`config.mk`:
```
export PLATFORM = sky130hd
export DESIGN_NAME = alien_march_ctrl
export DESIGN_NICKNAME = d
export VERILOG_FILES = /design/src/rtl/alien_pkg.sv /design/src/rtl/alien_step_timer.sv /design/src/rtl/alien_march_ctrl.sv
export SDC_FILE = /design/constraint.sdc
export NUM_CORES = 1
export LEC_CHECK = 0
export CORE_MARGIN = 2
export CORE_UTILIZATION = 49
export CTS_CLUSTER_SIZE = 28
export DETAILED_ROUTE_END_ITERATION = 8
export GPL_TIMING_DRIVEN = 0
export PLACE_DENSITY = 0.77
export SETUP_SLACK_MARGIN = 0.15
export SLEW_MARGIN = 20
export SYNTH_ARGS = -nofsm -noshare
export SYNTH_HDL_FRONTEND = slang
export SYNTH_SLANG_ARGS = --single-unit
```
`constraint.sdc`:
```
create_clock -name clk -period 2.15 [get_ports clk]
set_input_delay 0.5375 -clock clk [delete_from_list [all_inputs] [get_ports clk]]
set_output_delay 0.5375 -clock clk [all_outputs]
set_load 0.005 [all_outputs]
```
`src/rtl/alien_pkg.sv`:
```
// alien_pkg
// Shared definitions for the alien march controller and the alien
// motion/collision block.
//   MOTION_* : 3-bit motion command codes driven on the formation's motion input.
//   march_state_t : march controller FSM states.
package alien_pkg;

    localparam logic [2:0] MOTION_NONE  = 3'd0;
    localparam logic [2:0] MOTION_LEFT  = 3'd1;
    localparam logic [2:0] MOTION_RIGHT = 3'd2;
    localparam logic [2:0] MOTION_DOWN  = 3'd3;

    typedef enum logic [2:0] {
        ST_IDLE    = 3'd0,
        ST_MARCH_R = 3'd1,
        ST_MARCH_L = 3'd2,
        ST_DESCEND = 3'd3,
        ST_HALT    = 3'd4
    } march_state_t;

endpackage

```
`src/rtl/alien_step_timer.sv`:
```
// alien_step_timer
// This module paces the formation. It counts video frames down from the
// current step period and raises a step event on the frame that completes a
// period. When the optional speed-up is built in, it also shortens the period
// once for each alien that is killed.
// Build option: define ALIEN_SPEEDUP_EN to include the kill-driven speed-up.
// Ports:
//   clk, reset     : clock, synchronous active-high reset
//   i_run          : counting allowed (enabled, marching, not halting)
//   i_frame_tick   : one-cycle pulse per video frame
//   i_kill         : collision flag, may stay high several cycles per kill
//   o_step         : combinational step-event pulse (tick with counter==1)
//   o_period       : current step period in frames
module alien_step_timer #(
    parameter int PERIOD_INIT = 30,
    parameter int PERIOD_MIN  = 2,
    parameter int PERIOD_DEC  = 1,
    parameter int CNT_W       = 8
) (
    input  logic             clk,
    input  logic             reset,
    input  logic             i_run,
    input  logic             i_frame_tick,
    input  logic             i_kill,
    output logic             o_step,
    output logic [CNT_W-1:0] o_period
);

    logic [CNT_W-1:0] r_frame_cnt;
    logic             w_count;

    assign w_count = i_run && i_frame_tick;
    assign o_step  = w_count && (r_frame_cnt == CNT_W'(1));

    // The reload reads o_period before any same-cycle kill update lands, so a
    // kill that coincides with a step only affects the following reload.
    always_ff @(posedge clk) begin
        if (reset) begin
            r_frame_cnt <= CNT_W'(PERIOD_INIT);
        end else if (w_count) begin
            if (o_step)
                r_frame_cnt <= o_period;
            else
                r_frame_cnt <= r_frame_cnt - CNT_W'(1);
        end
    end

`ifdef ALIEN_SPEEDUP_EN
    logic [CNT_W-1:0] r_period;
    logic             r_kill_d;
    logic             w_kill_rise;

    // The comparison runs before the subtraction so the period cannot wrap.
    function automatic logic [CNT_W-1:0] next_period(input logic [CNT_W-1:0] p);
        if (p <= CNT_W'(PERIOD_MIN + PERIOD_DEC))
            return CNT_W'(PERIOD_MIN);
        else
            return p - CNT_W'(PERIOD_DEC);
    endfunction

    assign w_kill_rise = i_kill && !r_kill_d;

    always_ff @(posedge clk) begin
        if (reset) begin
            r_kill_d <= 1'b0;
            r_period <= CNT_W'(PERIOD_INIT);
        end else begin
            r_kill_d <= i_kill;
            if (w_kill_rise)
                r_period <= next_period(r_period);
        end
    end

    assign o_period = r_period;
`else
    logic w_unused_kill;

    assign w_unused_kill = i_kill;
    assign o_period      = CNT_W'(PERIOD_INIT);
`endif

endmodule

```
`src/rtl/alien_march_ctrl.sv`:
```
// alien_march_ctrl
// This module generates the march command stream for the alien formation. The
// formation sweeps right and then left. At each edge it descends DOWN_STEPS
// rows. Each command is paced by alien_step_timer. Victory or defeat halts the
// formation until the next reset.
// Build option: define ALIEN_SPEEDUP_EN so that kills shorten the step period.
// Ports:
//   clk, reset            : clock, synchronous active-high reset
//   enable                : level, 0 pauses marching (all state held)
//   frame_tick            : one-cycle pulse per video frame
//   can_left, can_right   : formation edge feedback, sampled on the tick
//   killing_alien         : collision flag (used only by speed-up builds)
//   victory, defeat       : game-over conditions
//   motion                : registered one-cycle motion command (alien_pkg codes)
//   dir_right             : current sweep direction
//   halted                : sticky game-over flag
//   period_cur            : current step period in frames
module alien_march_ctrl
    import alien_pkg::*;
#(
    parameter int PERIOD_INIT = 30,
    parameter int PERIOD_MIN  = 2,
    parameter int PERIOD_DEC  = 1,
    parameter int DOWN_STEPS  = 15,
    parameter int CNT_W       = 8
) (
    input  logic             clk,
    input  logic             reset,
    input  logic             enable,
    input  logic             frame_tick,
    input  logic             can_left,
    input  logic             can_right,
    input  logic             killing_alien,
    input  logic             victory,
    input  logic             defeat,
    output logic [2:0]       motion,
    output logic             dir_right,
    output logic             halted,
    output logic [CNT_W-1:0] period_cur
);

    localparam int DC_W = $clog2(DOWN_STEPS + 1);

    march_state_t    r_state, w_state_nxt;
    logic [DC_W-1:0] r_down_cnt, w_down_cnt_nxt;
    logic            r_dir_right, w_dir_right_nxt;
    logic [2:0]      r_motion, w_motion_nxt;
    logic            w_game_over;
    logic            w_marching;
    logic            w_run;
    logic            w_step;

    assign w_game_over = victory || defeat;
    assign w_marching  = (r_state == ST_MARCH_R) || (r_state == ST_MARCH_L) ||
                         (r_state == ST_DESCEND);
    // Game over freezes the counter in the same cycle that HALT is taken.
    assign w_run       = enable && w_marching && !w_game_over;

    alien_step_timer #(
        .PERIOD_INIT (PERIOD_INIT),
        .PERIOD_MIN  (PERIOD_MIN),
        .PERIOD_DEC  (PERIOD_DEC),
        .CNT_W       (CNT_W)
    ) u_timer (
        .clk          (clk),
        .reset        (reset),
        .i_run        (w_run),
        .i_frame_tick (frame_tick),
        .i_kill       (killing_alien),
        .o_step       (w_step),
        .o_period     (period_cur)
    );

    always_ff @(posedge clk) begin
        if (reset) begin
            r_state     <= ST_IDLE;
            r_down_cnt  <= '0;
            r_dir_right <= 1'b1;
            r_motion    <= MOTION_NONE;
        end else begin
            r_state     <= w_state_nxt;
            r_down_cnt  <= w_down_cnt_nxt;
            r_dir_right <= w_dir_right_nxt;
            r_motion    <= w_motion_nxt;
        end
    end

    always_comb begin
        w_state_nxt     = r_state;
        w_down_cnt_nxt  = r_down_cnt;
        w_dir_right_nxt = r_dir_right;
        w_motion_nxt    = MOTION_NONE;

        if (w_game_over) begin
            w_state_nxt = ST_HALT;
        end else begin
            case (r_state)
                ST_IDLE: begin
                    if (enable)
                        w_state_nxt = ST_MARCH_R;
                end
                ST_MARCH_R: begin
                    if (w_step) begin
                        if (can_right) begin
                            w_motion_nxt = MOTION_RIGHT;
                        end else begin
                            w_motion_nxt    = MOTION_DOWN;
                            w_dir_right_nxt = 1'b0;
                            w_down_cnt_nxt  = DC_W'(DOWN_STEPS - 1);
                            w_state_nxt     = (DOWN_STEPS == 1) ? ST_MARCH_L : ST_DESCEND;
                        end
                    end
                end
                ST_MARCH_L: begin
                    if (w_step) begin
                        if (can_left) begin
                            w_motion_nxt = MOTION_LEFT;
                        end else begin
                            w_motion_nxt    = MOTION_DOWN;
                            w_dir_right_nxt = 1'b1;
                            w_down_cnt_nxt  = DC_W'(DOWN_STEPS - 1);
                            w_state_nxt     = (DOWN_STEPS == 1) ? ST_MARCH_R : ST_DESCEND;
                        end
                    end
                end
                ST_DESCEND: begin
                    if (w_step) begin
                        w_motion_nxt   = MOTION_DOWN;
                        w_down_cnt_nxt = r_down_cnt - DC_W'(1);
                        if (r_down_cnt == DC_W'(1))
                            w_state_nxt = r_dir_right ? ST_MARCH_R : ST_MARCH_L;
                    end
                end
                ST_HALT: begin
                    w_state_nxt = ST_HALT;
                end
                default: begin
                    w_state_nxt = ST_IDLE;
                end
            endcase
        end
    end

    assign motion    = r_motion;
    assign dir_right = r_dir_right;
    assign halted    = (r_state == ST_HALT);

endmodule

```
==> metrics.yaml, run 1 <==
status:
  status: "completed"
detailed_routing:
  via_per_inst: 5.47
  ant_nets: 0
  first_pass_iters: 4
  vias: 946
  wire_per_inst_um: 12.6
  drt_iter0_markers: 14
  drc_errors: 0
  wl_um: 2170
yosys:
  yosysWarnings: 0
  synth_area_per_cell_sq_um: 8.48
  synth_seq_area_share_pct: 34.3
  synth_top_area_share_pct: 34.3
  synthTopCellsByArea: "dfxtp_1, buf_4, xor2_1, ha_1, nand2_1"
  netlist_area_sq_um: 1050
  synth_cell_type_count: 36
  syn_inst: 124
  synth_seq_cells: 18
  yosysTopAreaCell: "dfxtp_1"
  synth_edf_count: 0
  synthArstFlopShare_pct: 0
  synth_flop_cell: "dfxtp_1"
global_routing:
  grt_usage_pct: 19.3
  grt_pass1_vias: 922
  grt_overflow_total: 0
  antenna_found_initial: 0
  grt_pass1_wl_um: 3800
  grt_max_degree: 11
power:
  power_uw: 612
  leakage_nw: 0.484
  p_clk_share_pct: 34.6
  ir_drop_mv: 0.459
  intPower_uw: 474
  powerDensity_nw_per_um2: 480
  p_sw_share_pct: 22.5
  sequentialPowerShare_pct: 54.9
  power_switching_uw: 138
  combPwrFrac_pct: 10.6
clock_network:
  cts_buffers: 3
  cts.sinks: 18
  clk_pin_slew_ns: 0.11
  hold_buffers: 0
  clock_latency_ns: 0.30
  cts_tree: "built"
  clockRootBuffer: "clkbuf_4"
  cts_setup_buffers: 0
  htree_num_levels: 1
  clock_tree.buffer_depth: 2
setup_path:
  worstPathRequired_ns: 2.36
  worst-path-max-fanout: 10
  cp.arrival_ns: 2.13
  startpoint_type: "primary input"
  setup.worst_path.end_class: "register"
  crit_type: "in -> reg"
worst_hold_path:
  hold_class: "reg -> reg"
cells_and_area:
  layout-drive-gt1-share_pct: 17.8
  postLayoutCellArea_sq_um: 1280
  fin_util_pct: 63.7
  nets: 160
  seq_area_sq_um: 360
  fillers: 184
  multi_input_area_sq_um: 614
  antennaDiodeCount: 0
  area_growth_pct: 21.4
timing:
  setup_viol: 0
  rsz0062_at_grt: "false"
  max_slew_margin_pct: 66.0
  finalWorstSetupSlack_ns: 0.225
  fin_crit_ns: 1.92
  fmax_mhz: 520
  maxSlewViolCount: 0
  skew_ns: 0.0122
  final_hold_viol_count: 0
  hold_slack_ns: 0.512
  worst_pin_slew_ns: 0.510
  post-route-period-util_pct: 89.5
placement:
  post_dp_cell_area_sq_um: 1220
  pre_cts_ws_ns: -0.201
  numPortBuffers: 11
  hpwl_um: 1660
  gp_congestion: 0.869
floorplanning:
  die-width_um: 50.3
  die_area_sq_um: 2530
  die_h_um: 50.3
  core_sq_um: 2000
  start_util_pct: 52.5
  rows: 16
  boundaryPins: 22
flow_run:
  maxCapViolations: 0
## metrics by stage
step	setup TNS [ns]	instances
floorplan	0	131
global placement	-0.475	169
detailed placement	-0.596	169
CTS	0	173
global route	0	173
finish	0	173
## cell usage after synthesis, types with 2 or more instances
cell type  count
xor2_1         6
nand2b_1       2
o221a_2        2
or4_1          2
nand3_1        5
nand2_1       11
nor3_1         6
nand4_1        6
a21oi_1        4
o31ai_1        2
and4_1         2
nand3b_1       3
nor3b_1        2
buf_2          3
ha_1           4
dfxtp_1       18
nor2_1        11
o21ai_0        2
buf_4         11
conb_1         2
inv_1          5
## timing repair
item,CTS,global route
pin swaps,0,1
gates resized for setup,5,1
hold endpoints to repair,0,0
endpoints found under the setup margin,2,2
## power by group through the flow
stage / clock network, mW / logic, mW / registers (mW)
4_1_cts: 0.217 / 0.0636 / 0.336
5_1_grt: 0.234 / 0.0705 / 0.336
6_report: 0.212 / 0.0646 / 0.336
3_3_place_gp: 0 / 0.0617 / 0.344
3_5_place_dp: 0 / 0.0628 / 0.344
2_1_floorplan: 0 / 0.0386 / 0.343
## critical path, cell delays in order
cell             delay (ns)
clkdlybuf4s50_1        0.45
and4bb_2               0.33
buf_6                  0.13
and4_1                 0.26
nand2_1                0.17
o221a_2                0.26
## area by class of cell
type | count | share of cell area, %
Sequential cell | 18 | 28.2
Tap cell | 27 | 2.65
Buffer | 14 | 8.14
Multi-Input combinational cell | 94 | 48.1
Timing Repair Buffer | 11 | 8.53
Clock buffer | 4 | 2.84
Inverter | 5 | 1.47
## flip-flops by register name (all words and copies together) (netlist names)
| name | flops |
|---|---|
| r_down_cnt | 4 |
| r_state | 3 |
| motion | 2 |
| dir_right | 1 |
| u_timer.r_frame_cnt | 8 |
## cell families (layout without fill, tap and decap cells)
| family | after synthesis | in the layout | share of synthesized area (%) |
|---|---|---|---|
| AO/OA/AOI/OAI | 20 | 20 | 14.4 |
| XOR/XNOR | 7 | 7 | 5.83 |
| adder cells (fa/ha/maj) | 4 | 4 | 4.76 |
| buffers and inverters | 19 | 34 | 11.1 |
| flip-flops | 18 | 18 | 34.3 |
| other | 2 | 9 | 0.715 |
| AND/OR/NAND/NOR | 54 | 54 | 28.9 |
## placed cells by master, fill, tap and decap left out, types with 3 or more instances in the layout
master           instances
buf_4                   11
inv_1                    5
nand3_1                  5
a21oi_1                  4
clkdlybuf4s50_1         10
nor2_1                  10
nand4_1                  6
clkbuf_4                 3
nand3b_1                 3
conb_1                   9
nand2_1                 11
dfxtp_1                 18
ha_1                     4
xor2_1                   6
nor3_1                   6
## routing by layer
layer	up-vias	global-route usage [%]	wire [um]
li1	470	-	-
met1	453	20.8	896
met2	18	35.7	1160
met3	5	5.65	95
met4	0	6.31	25
met5	-	0	0
## path summary, 6_finish.rpt
path	slack, ns	cells after the start	end	startpoint
setup / recovery	0.23	6	r_down_cnt[3]$_SDFFE_PP0P_	victory
hold / removal	0.51	2	u_timer.r_frame_cnt[1]$_SDFFE_PP1P_	u_timer.r_frame_cnt[1]$_SDFFE_PP1P_
setup reg to reg	0.37	6	r_down_cnt[3]$_SDFFE_PP0P_	u_timer.r_frame_cnt[1]$_SDFFE_PP1P_
hold reg to reg	0.51	2	u_timer.r_frame_cnt[1]$_SDFFE_PP1P_	u_timer.r_frame_cnt[1]$_SDFFE_PP1P_
(Power assumes the default switching activity.)
==> run 2, diff against run 1 <==
--- a/config.mk
+++ b/config.mk
@@ -7,6 +7,7 @@
 export LEC_CHECK = 0
 export CORE_MARGIN = 2
 export CORE_UTILIZATION = 49
+export CTS_CLUSTER_DIAMETER = 60
 export CTS_CLUSTER_SIZE = 28
 export DETAILED_ROUTE_END_ITERATION = 8
 export GPL_TIMING_DRIVEN = 0
==> results of run 2 <==
Final layout, timing and power as in run 1 (identical DEF).
==> run 3, diff against run 2 <==
--- a/config.mk
+++ b/config.mk
@@ -5,7 +5,7 @@
 export SDC_FILE = /design/constraint.sdc
 export NUM_CORES = 1
 export LEC_CHECK = 0
-export CORE_MARGIN = 2
+export CORE_MARGIN = 3
 export CORE_UTILIZATION = 49
 export CTS_CLUSTER_DIAMETER = 60
 export CTS_CLUSTER_SIZE = 28
==> run 3 against run 2 <==
Effect of this change: via count is 0.32% higher; count of clock-buffer cells in the layout stayed put; sequential power hardly changed; clock power hardly changed; setup slack better by 0.031 ns; clock skew is 0.0071 ns lower; critical path depth stayed put; sequential cell count stayed put; total power is 0.59% higher; maximum frequency is 1.7% higher; global-route usage is 0.92 points lower; register-to-register slack worse by 0.08 ns; critical endpoint is now r_state[1]$_SDFFE_PP0P_; largest cell class unchanged; highest routed layer unchanged.
==> metrics.yaml, run 3 (synthesized netlist as in run 1, its figures left out) <==
setup_path:
  reg2reg_depth: 6
  worstSetupEndpoint: "r_state[1]$_SDFFE_PP0P_"
  setup.worst_path.end_class: "register"
  worstPathRequired_ns: 2.37
  r2r_setup_slack_ns: 0.29
  crit_type: "in -> reg"
  cp.arrival_ns: 2.11
  worstReg2RegStart: "u_timer.r_frame_cnt[1]$_SDFFE_PP1P_"
  startpoint_type: "primary input"
  worst-path-max-fanout: 10
  worstReg2RegEnd: "r_state[1]$_SDFFE_PP0P_"
  crit_path_start: "defeat"
timing:
  max_slew_margin_pct: 64.4
  fin_crit_ns: 1.89
  finalWorstSetupSlack_ns: 0.257
  setup_viol: 0
  maxSlewViolCount: 0
  fmax_mhz: 528
  final_hold_viol_count: 0
  skew_ns: 0.00511
  fin_setup_tns_ns: 0
  post-route-period-util_pct: 88.1
  worst_pin_slew_ns: 0.534
  rsz0062_at_grt: "false"
floorplanning:
  start_util_pct: 52.5
  die-width_um: 52.3
  boundaryPins: 22
  rows: 16
  die_area_sq_um: 2740
  die_h_um: 52.3
  core_sq_um: 2000
power:
  ir_drop_mv: 0.406
  powerDensity_nw_per_um2: 478
  leakage_nw: 0.489
detailed_routing:
  drt_iter0_markers: 19
  wl_um: 2220
  wire_per_inst_um: 12.8
  via_per_inst: 5.49
  drc_errors: 0
  first_pass_iters: 4
  ant_nets: 0
  vias: 949
cells_and_area:
  reg_top3: "u_timer.r_frame_cnt x8, r_down_cnt x4, r_state x3"
  regMostFlops: "u_timer.r_frame_cnt"
  final_common_cell: "dfxtp_1"
  antennaDiodeCount: 0
  mostFrequentLayoutCells: "dfxtp_1, buf_4, nand2_1, nor2_1, clkdlybuf4s50_1"
  layout-drive-gt1-share_pct: 19.2
  nets: 160
  area_growth_pct: 22.5
  largest_register_ffs: 8
flow_run:
  maxCapViolations: 0
placement:
  pre_cts_ws_ns: -0.143
  numPortBuffers: 11
  gp_congestion: 0.887
  hpwl_um: 1690
status:
  status: "completed"
clock_network:
  clock_latency_ns: 0.30
  hold_buffers: 0
  cts_buffers: 3
  clk_pin_slew_ns: 0.10
  clockRootBuffer: "clkbuf_4"
  clock_tree.buffer_depth: 2
  cts_tree: "built"
  htree_num_levels: 1
  cts.sinks: 18
global_routing:
  antenna_found_initial: 0
  grt_pass1_vias: 904
  grt_usage_pct: 18.4
  grt_max_degree: 11
  grt_pass1_wl_um: 3780
  grt_overflow_total: 0
worst_hold_path:
  hold_class: "reg -> reg"
  hold_start: "r_down_cnt[0]$_SDFFE_PP0P_"
[run 3: cell types whose count changed in the layout (fill, tap and decap cells not counted)]
| cell | before | now |
|---|---|---|
| and2_1 | 1 | 0 |
| and4_1 | 2 | 1 |
| nor2_4 | 0 | 1 |
| and2_4 | 0 | 1 |
| a211oi_1 | 0 | 1 |
| nor2_2 | 1 | 0 |
| a211oi_2 | 1 | 0 |
| dfxtp_2 | 0 | 1 |
| buf_6 | 1 | 2 |
| dfxtp_1 | 18 | 17 |
| buf_2 | 2 | 1 |
| and4_2 | 0 | 1 |
[run 3: area by class of cell]
| type | instances | area, sq um |
|---|---|---|
| inverter | 5 | 18.8 |
| buffer | 14 | 110 |
| timing repair buffer | 11 | 109 |
| sequential | 18 | 362 |
| tap | 27 | 33.8 |
| fill | 168 | 714 |
| clock buffer | 4 | 36.3 |
| multi-input combinational | 94 | 618 |
[run 3: worst min path at each step]
stage                     depth (start not counted)                             endpoint  slack [ns]
after detailed placement                          2  u_timer.r_frame_cnt[1]$_SDFFE_PP1P_        0.51
after floorplan                                   2  u_timer.r_frame_cnt[1]$_SDFFE_PP1P_        0.47
after global placement                            2  u_timer.r_frame_cnt[1]$_SDFFE_PP1P_        0.49
after CTS                                         2  u_timer.r_frame_cnt[1]$_SDFFE_PP1P_        0.52
after global routing                              2           r_down_cnt[0]$_SDFFE_PP0P_        0.55
final                                             2           r_down_cnt[0]$_SDFFE_PP0P_        0.53
[run 3: what timing repair did]
| item | in CTS | in global routing |
|---|---|---|
| pin swaps | 0 | 3 |
| buffers inserted | 0 | 0 |
| gates resized for setup | 8 | 3 |
| setup endpoints to repair | 1 | 5 |
[run 3: per-stage QoR]
stage / hold WS, ns / power [mW] / instance area [sq um] / cells / utilization, %
after global placement: 0.487 / 0.405 / 1220 / 169 / 61.0
final: 0.527 / 0.616 / 1290 / 173 / 64.3
after detailed placement: 0.506 / 0.406 / 1220 / 169 / 61.0
after global routing: 0.555 / 0.641 / 1290 / 173 / 64.3
after CTS: 0.521 / 0.615 / 1280 / 173 / 63.7
after floorplan: 0.466 / 0.382 / 1080 / 131 / -
[run 3: critical path, cell delays in order]
cell	delay (ns)
clkdlybuf4s50_1	0.43
and4bb_2	0.31
buf_6	0.13
and4_2	0.27
nand2_1	0.15
o31ai_1	0.28
[run 3: power breakdown]
group          total (mW)  switching, mW  leakage, nW  internal, mW
combinational      0.0661         0.0289        0.322        0.0372
sequential          0.336        0.00108        0.146         0.335
clock               0.213          0.110       0.0210         0.103
[run 3: per-layer routing]
layer | vias to the layer above | GRT usage [%] | share of wire [%]
li1 | 468 | - | -
met4 | 0 | 5.11 | 1.2
met2 | 25 | 33.3 | 53
met5 | - | 0 | 0
met1 | 452 | 20.3 | 41
met3 | 4 | 5.98 | 4.6
==> RTL edit 1, RTL diff (config.mk and constraints of run 2) <==
Remove the register `r_motion`: a continuous assignment takes its place, so the output `motion` follows one clock earlier.
--- a/src/rtl/alien_march_ctrl.sv
+++ b/src/rtl/alien_march_ctrl.sv
@@ -77,12 +77,12 @@
             r_down_cnt  <= '0;
             r_dir_right <= 1'b1;
-            r_motion    <= MOTION_NONE;
         end else begin
             r_state     <= w_state_nxt;
             r_down_cnt  <= w_down_cnt_nxt;
             r_dir_right <= w_dir_right_nxt;
-            r_motion    <= w_motion_nxt;
         end
     end
+
+    assign r_motion = w_motion_nxt;
 
     always_comb begin
Check against the original RTL: no difference found for any inputs over 10 cycles, from zero or initial values and one cycle with reset high; that may be too few to reach the edited logic, so the function may still have changed.
==> RTL edit 1 against run 2 <==
  * Power down 8.1%
  * Cell area is 20% higher
  * Setup slack got worse by 210 ps
  * Area after synthesis decreased by 4.5%
  * First-iteration DRC count grew to 2.6 times the old value
  * Sequential cell count fell by 2
  * Global-route usage increased by 4.6 points
  * Routed wire length up 29%
  * Maximum frequency shrank 9.9%
==> RTL edit 1: results (changes against run 2) <==
| Metric | Value |
|---|---|
| Outcome | `completed` |
| Met1 Use GR | `0.247 (+0.0382)` |
| Multi-input gate area | `682 um^2 (+11%)` |
| VDD IR max | `0.000592 V (+29%)` |
| Largest stage delay, worst path | `230 ps (-220 ps)` |
| Port Buffer Count | `10 (-1)` |
| Seq/Total Area, Yosys | `0.319 (-0.0237)` |
| R2R depth | `13 (+7)` |
| Dpl cells | `157 (-7.1%)` |
| CP Capture Point | `r_down_cnt[3]$_SDFFE_PP0P_` |
| Clkbuf count | `4 (unchanged)` |
| Sequential Area | `337 um^2 (-6.6%)` |
| Met3 Routed Length | `146 um (+54%)` |
| Setup Skew | `5.52 ps (-6.71 ps)` |
| Fillers | `140 (-24%)` |
| Hold slack final | `466 ps (-46.1 ps)` |
| Worst path slowest cell | `nor3_4` |
| Hold_sp | `victory` |
| Post-Synth XOR/XNOR Area | `0.0611 (+0.00276)` |
| Flop2flop setup slack | `30 ps (-340 ps)` |
| M1 WL | `991 um (+11%)` |
| Finished Layout Cells | `191 (+10%)` |
| Netlist cell types | `44 (+22%)` |
| ClkCell Share | `0.0238 (-0.00464)` |
| Post-DP Area | `1160 um^2 (-4.7%)` |
| Met2 Use GR | `0.459 (+0.102)` |
| Invs w/o clock | `6 (+1)` |
| Met2 routed WL | `1610 um (+39%)` |
| Multi-input gates | `87 (-7.4%)` |
| Fin util | `0.785 (+0.148)` |
| Buffering overhead | `0.272 (+0.105)` |
| Final Net Count | `178 (+11%)` |
| Crit path max fanout | `4 (-6)` |
| DR vias/cell | `5.24 (-4.2%)` |
| GRT Total Usage | `0.239 (+0.0455)` |
| Synth Area in Compound Gates | `0.130 (-0.0144)` |
| P_leak | `0.654 nW (+35%)` |
| Top cells by area, synth | `dfxtp_1 (32%), buf_4 (6.7%), ha_1 (5.0%)` |
| Global-route wire length before repair | `4460 um (+17%)` |
| #FFs+latches synth | `16 (-2)` |
| Post-synth top cells | `dfxtp_1 (16), nand2_1 (10), buf_4 (9), nor2_1 (9), inv_1 (6)` |
| Hold path depth | `3 (+1)` |
| Bufs w/o clock | `51 (+100%)` |
| Post-place setup slack | `-898 ps (-697 ps)` |
| Detailed placement HPWL | `1530 um (-7.7%)` |
| Hold WC Path Type | `in -> reg` |
| Adder-Cell Fraction of Synth Area | `0.0499 (+0.00226)` |
| Largest net degree at the start of global routing | `10 (-1)` |
| RD Place Congestion | `0.819 (-5.8%)` |
| Starting DRC count in detailed routing | `37 (+23)` |
RTL edit 1: power by group through the flow:
stage / Combinational, W / Sequential, W / Clock (W)
2_1_floorplan: 0.0000322 / 0.000306 / 0
3_3_place_gp: 0.0000501 / 0.000307 / 0
3_5_place_dp: 0.0000511 / 0.000307 / 0
4_1_cts: 0.0000585 / 0.000296 / 0.000207
5_1_grt: 0.0000684 / 0.000297 / 0.000216
6_report: 0.0000636 / 0.000297 / 0.000202
RTL edit 1: cells by family (layout without fill, tap and decap cells):
family	Yosys count	in the layout
xor gates and xnor gates	7	7
adders and majority gates	4	4
DFF	16	16
other	2	9
buffers and inverters	17	61
and+or+nand+nor	51	51
AOI/OAI and AO/OA	16	16
RTL edit 1: repair_timing:
item | 4_1_cts | 5_1_grt
pin swaps | 10 | 10
setup buffers | 23 | 7
resized for setup | 56 | 4
endpoints found under the setup margin | 6 | 7
==> RTL edit 2, RTL diff (flow settings as in run 2) <==
Made on the original files. Build with the macro `ALIEN_SPEEDUP_EN` defined.
--- a/src/rtl/alien_step_timer.sv
+++ b/src/rtl/alien_step_timer.sv
@@ -12,4 +12,6 @@
 //   o_step         : combinational step-event pulse (tick with counter==1)
 //   o_period       : current step period in frames
+`define ALIEN_SPEEDUP_EN
+
 module alien_step_timer #(
     parameter int PERIOD_INIT = 30,
Check against the original RTL: not equivalent (Yosys sat finds a counterexample within 4 cycles, from zero or initial values and one cycle with reset high).
==> RTL edit 2 against run 2 <==
  * Sequential cell count grew 9
  * Via count up 57%
  * Power increased by 38%
  * Area after synthesis increased by 47%
  * Routed wire length is 72% higher
  * Setup slack worse by 56 ps
  * Final cell count up 51%
  * Maximum frequency down 2.8%
  * Non-clock buffer count rose by 7
  * Cell area increased by 50%
  * Largest power group unchanged
  * Highest routed layer unchanged
==> RTL edit 2: results (changes against run 2) <==
| Metric | Value |
|---|---|
| Hold_sp | `u_timer.o_period[7]$_SDFFE_PP0P_` |
| Source of the critical timing path | `reset` |
| Post-place setup slack | `-310 ps (-109 ps)` |
| Share of layout cells above drive strength 1 | `0.138 (-0.0405)` |
| WL/cell | `14.3 um (+14%)` |
| Largest stage delay, worst path | `540 ps (+90 ps)` |
| Number of global-route vias before repair | `1384 (+50%)` |
| Capture point of the worst reg-to-reg path | `r_down_cnt[1]$_SDFFE_PP0P_` |
| Clk network pwr share | `0.263 (-0.083)` |
| Part of the power in registers | `0.618 (+0.069)` |
| Clock Latency Late Sink | `320 ps (+20 ps)` |
| Synth Area in Compound Gates | `0.208 (+0.0644)` |
| Starting DRC count in detailed routing | `40 (+26)` |
| Worst path slowest cell | `clkdlybuf4s50_1` |
| Setup Skew | `2.43 ps (-9.80 ps)` |
| Adder-Cell Fraction of Synth Area | `0.0406 (-0.00707)` |
| Netlist cell types | `47 (+31%)` |
| CP Capture Point | `u_timer.r_frame_cnt[3]$_SDFFE_PP1P_` |
| NetSw | `0.000206 W (+50%)` |
| FF-to-FF Start | `r_state[1]$_SDFFE_PP0P_` |
| TritonCTS Buffers | `3 (unchanged)` |
| Pwr/cell area | `442 nW/um^2 (-7.9%)` |
| Top cells by area, synth | `dfxtp_1 (35%), nor2_1 (5.8%), a21oi_1 (4.2%)` |
| Hold WC Path Type | `reg -> reg` |
| Hold slack final | `500 ps (-12.0 ps)` |
| RD Place Congestion | `0.828 (-4.7%)` |
| VDD IR max | `0.000264 V (-43%)` |
| Total Wirelength | `3740 um (+72%)` |
| # diodes | `0 (unchanged)` |
| Detailed placement HPWL | `2750 um (+65%)` |
| Hold path depth | `2 (unchanged)` |
| Port Buffer Count | `20 (+9)` |
| Ys Warns | `0 (unchanged)` |
| Crit path DAT | `2230 ps (+100 ps)` |
| Flop2flop setup slack | `280 ps (-90 ps)` |
| Slew HR | `0.604 (-0.0565)` |
| Post-synth top cells | `dfxtp_1 (27), nor2_1 (24), a21oi_1 (13), nand2_1 (13)` |
| Largest net degree at the start of global routing | `15 (+4)` |
| Startpoint Class | `input pin` |
| P_leak | `0.718 nW (+48%)` |
| Post-DP Area | `1800 um^2 (+47%)` |
| Final period util | `0.921 (+0.0260)` |
| Hold EP | `u_timer.o_period[7]$_SDFFE_PP0P_` |
| Outcome | `completed` |
| Final Net Count | `233 (+46%)` |
| Post-Synth XOR/XNOR Area | `0.0397 (-0.0186)` |
| CTS clk-pin slew, worst paths | `150 ps (+40 ps)` |
| Fraction of synthesized area in multiplexers | `0.0195 (+0.0195)` |
| Dpl cells | `253 (+50%)` |
| Post-Syn Area per Cell | `8.16 um^2 (-3.7%)` |
| Seq/Total Area, Yosys | `0.350 (+0.00751)` |
| Global-route wire length before repair | `6200 um (+63%)` |
| DR vias/cell | `5.66 (+3.6%)` |
| GRT Total Usage | `0.224 (+0.0308)` |
RTL edit 2: metal layers:
metal | up-vias | part of all wire | track usage
met3 | 4 | 0.055 | 0.0260
met4 | 0 | 0.012 | 0.0857
li1 | 734 | - | -
met1 | 695 | 0.46 | 0.296
met5 | - | 0 | 0
met2 | 51 | 0.48 | 0.373
RTL edit 2: critical path: cells and delay by family:
family	cells	cell delay, ps
buffers and inverters	3	1470
AO/OA/AOI/OAI	1	210
RTL edit 2: cell type report:
| type | count | area (um^2) |
|---|---|---|
| Fill cell | 278 | 1120 |
| Buffer | 7 | 43.8 |
| Multi-Input combinational cell | 146 | 958 |
| Timing Repair Buffer | 25 | 246 |
| Inverter | 9 | 33.8 |
| Tap cell | 44 | 55.1 |
| Clock buffer | 4 | 26.3 |
| Sequential cell | 27 | 544 |
RTL edit 2: timing repair:
action / CTS / global route
pin swaps: 3 / 3
resized for setup: 7 / 11
endpoints found under the setup margin: 7 / 13
buffers inserted: 2 / 3
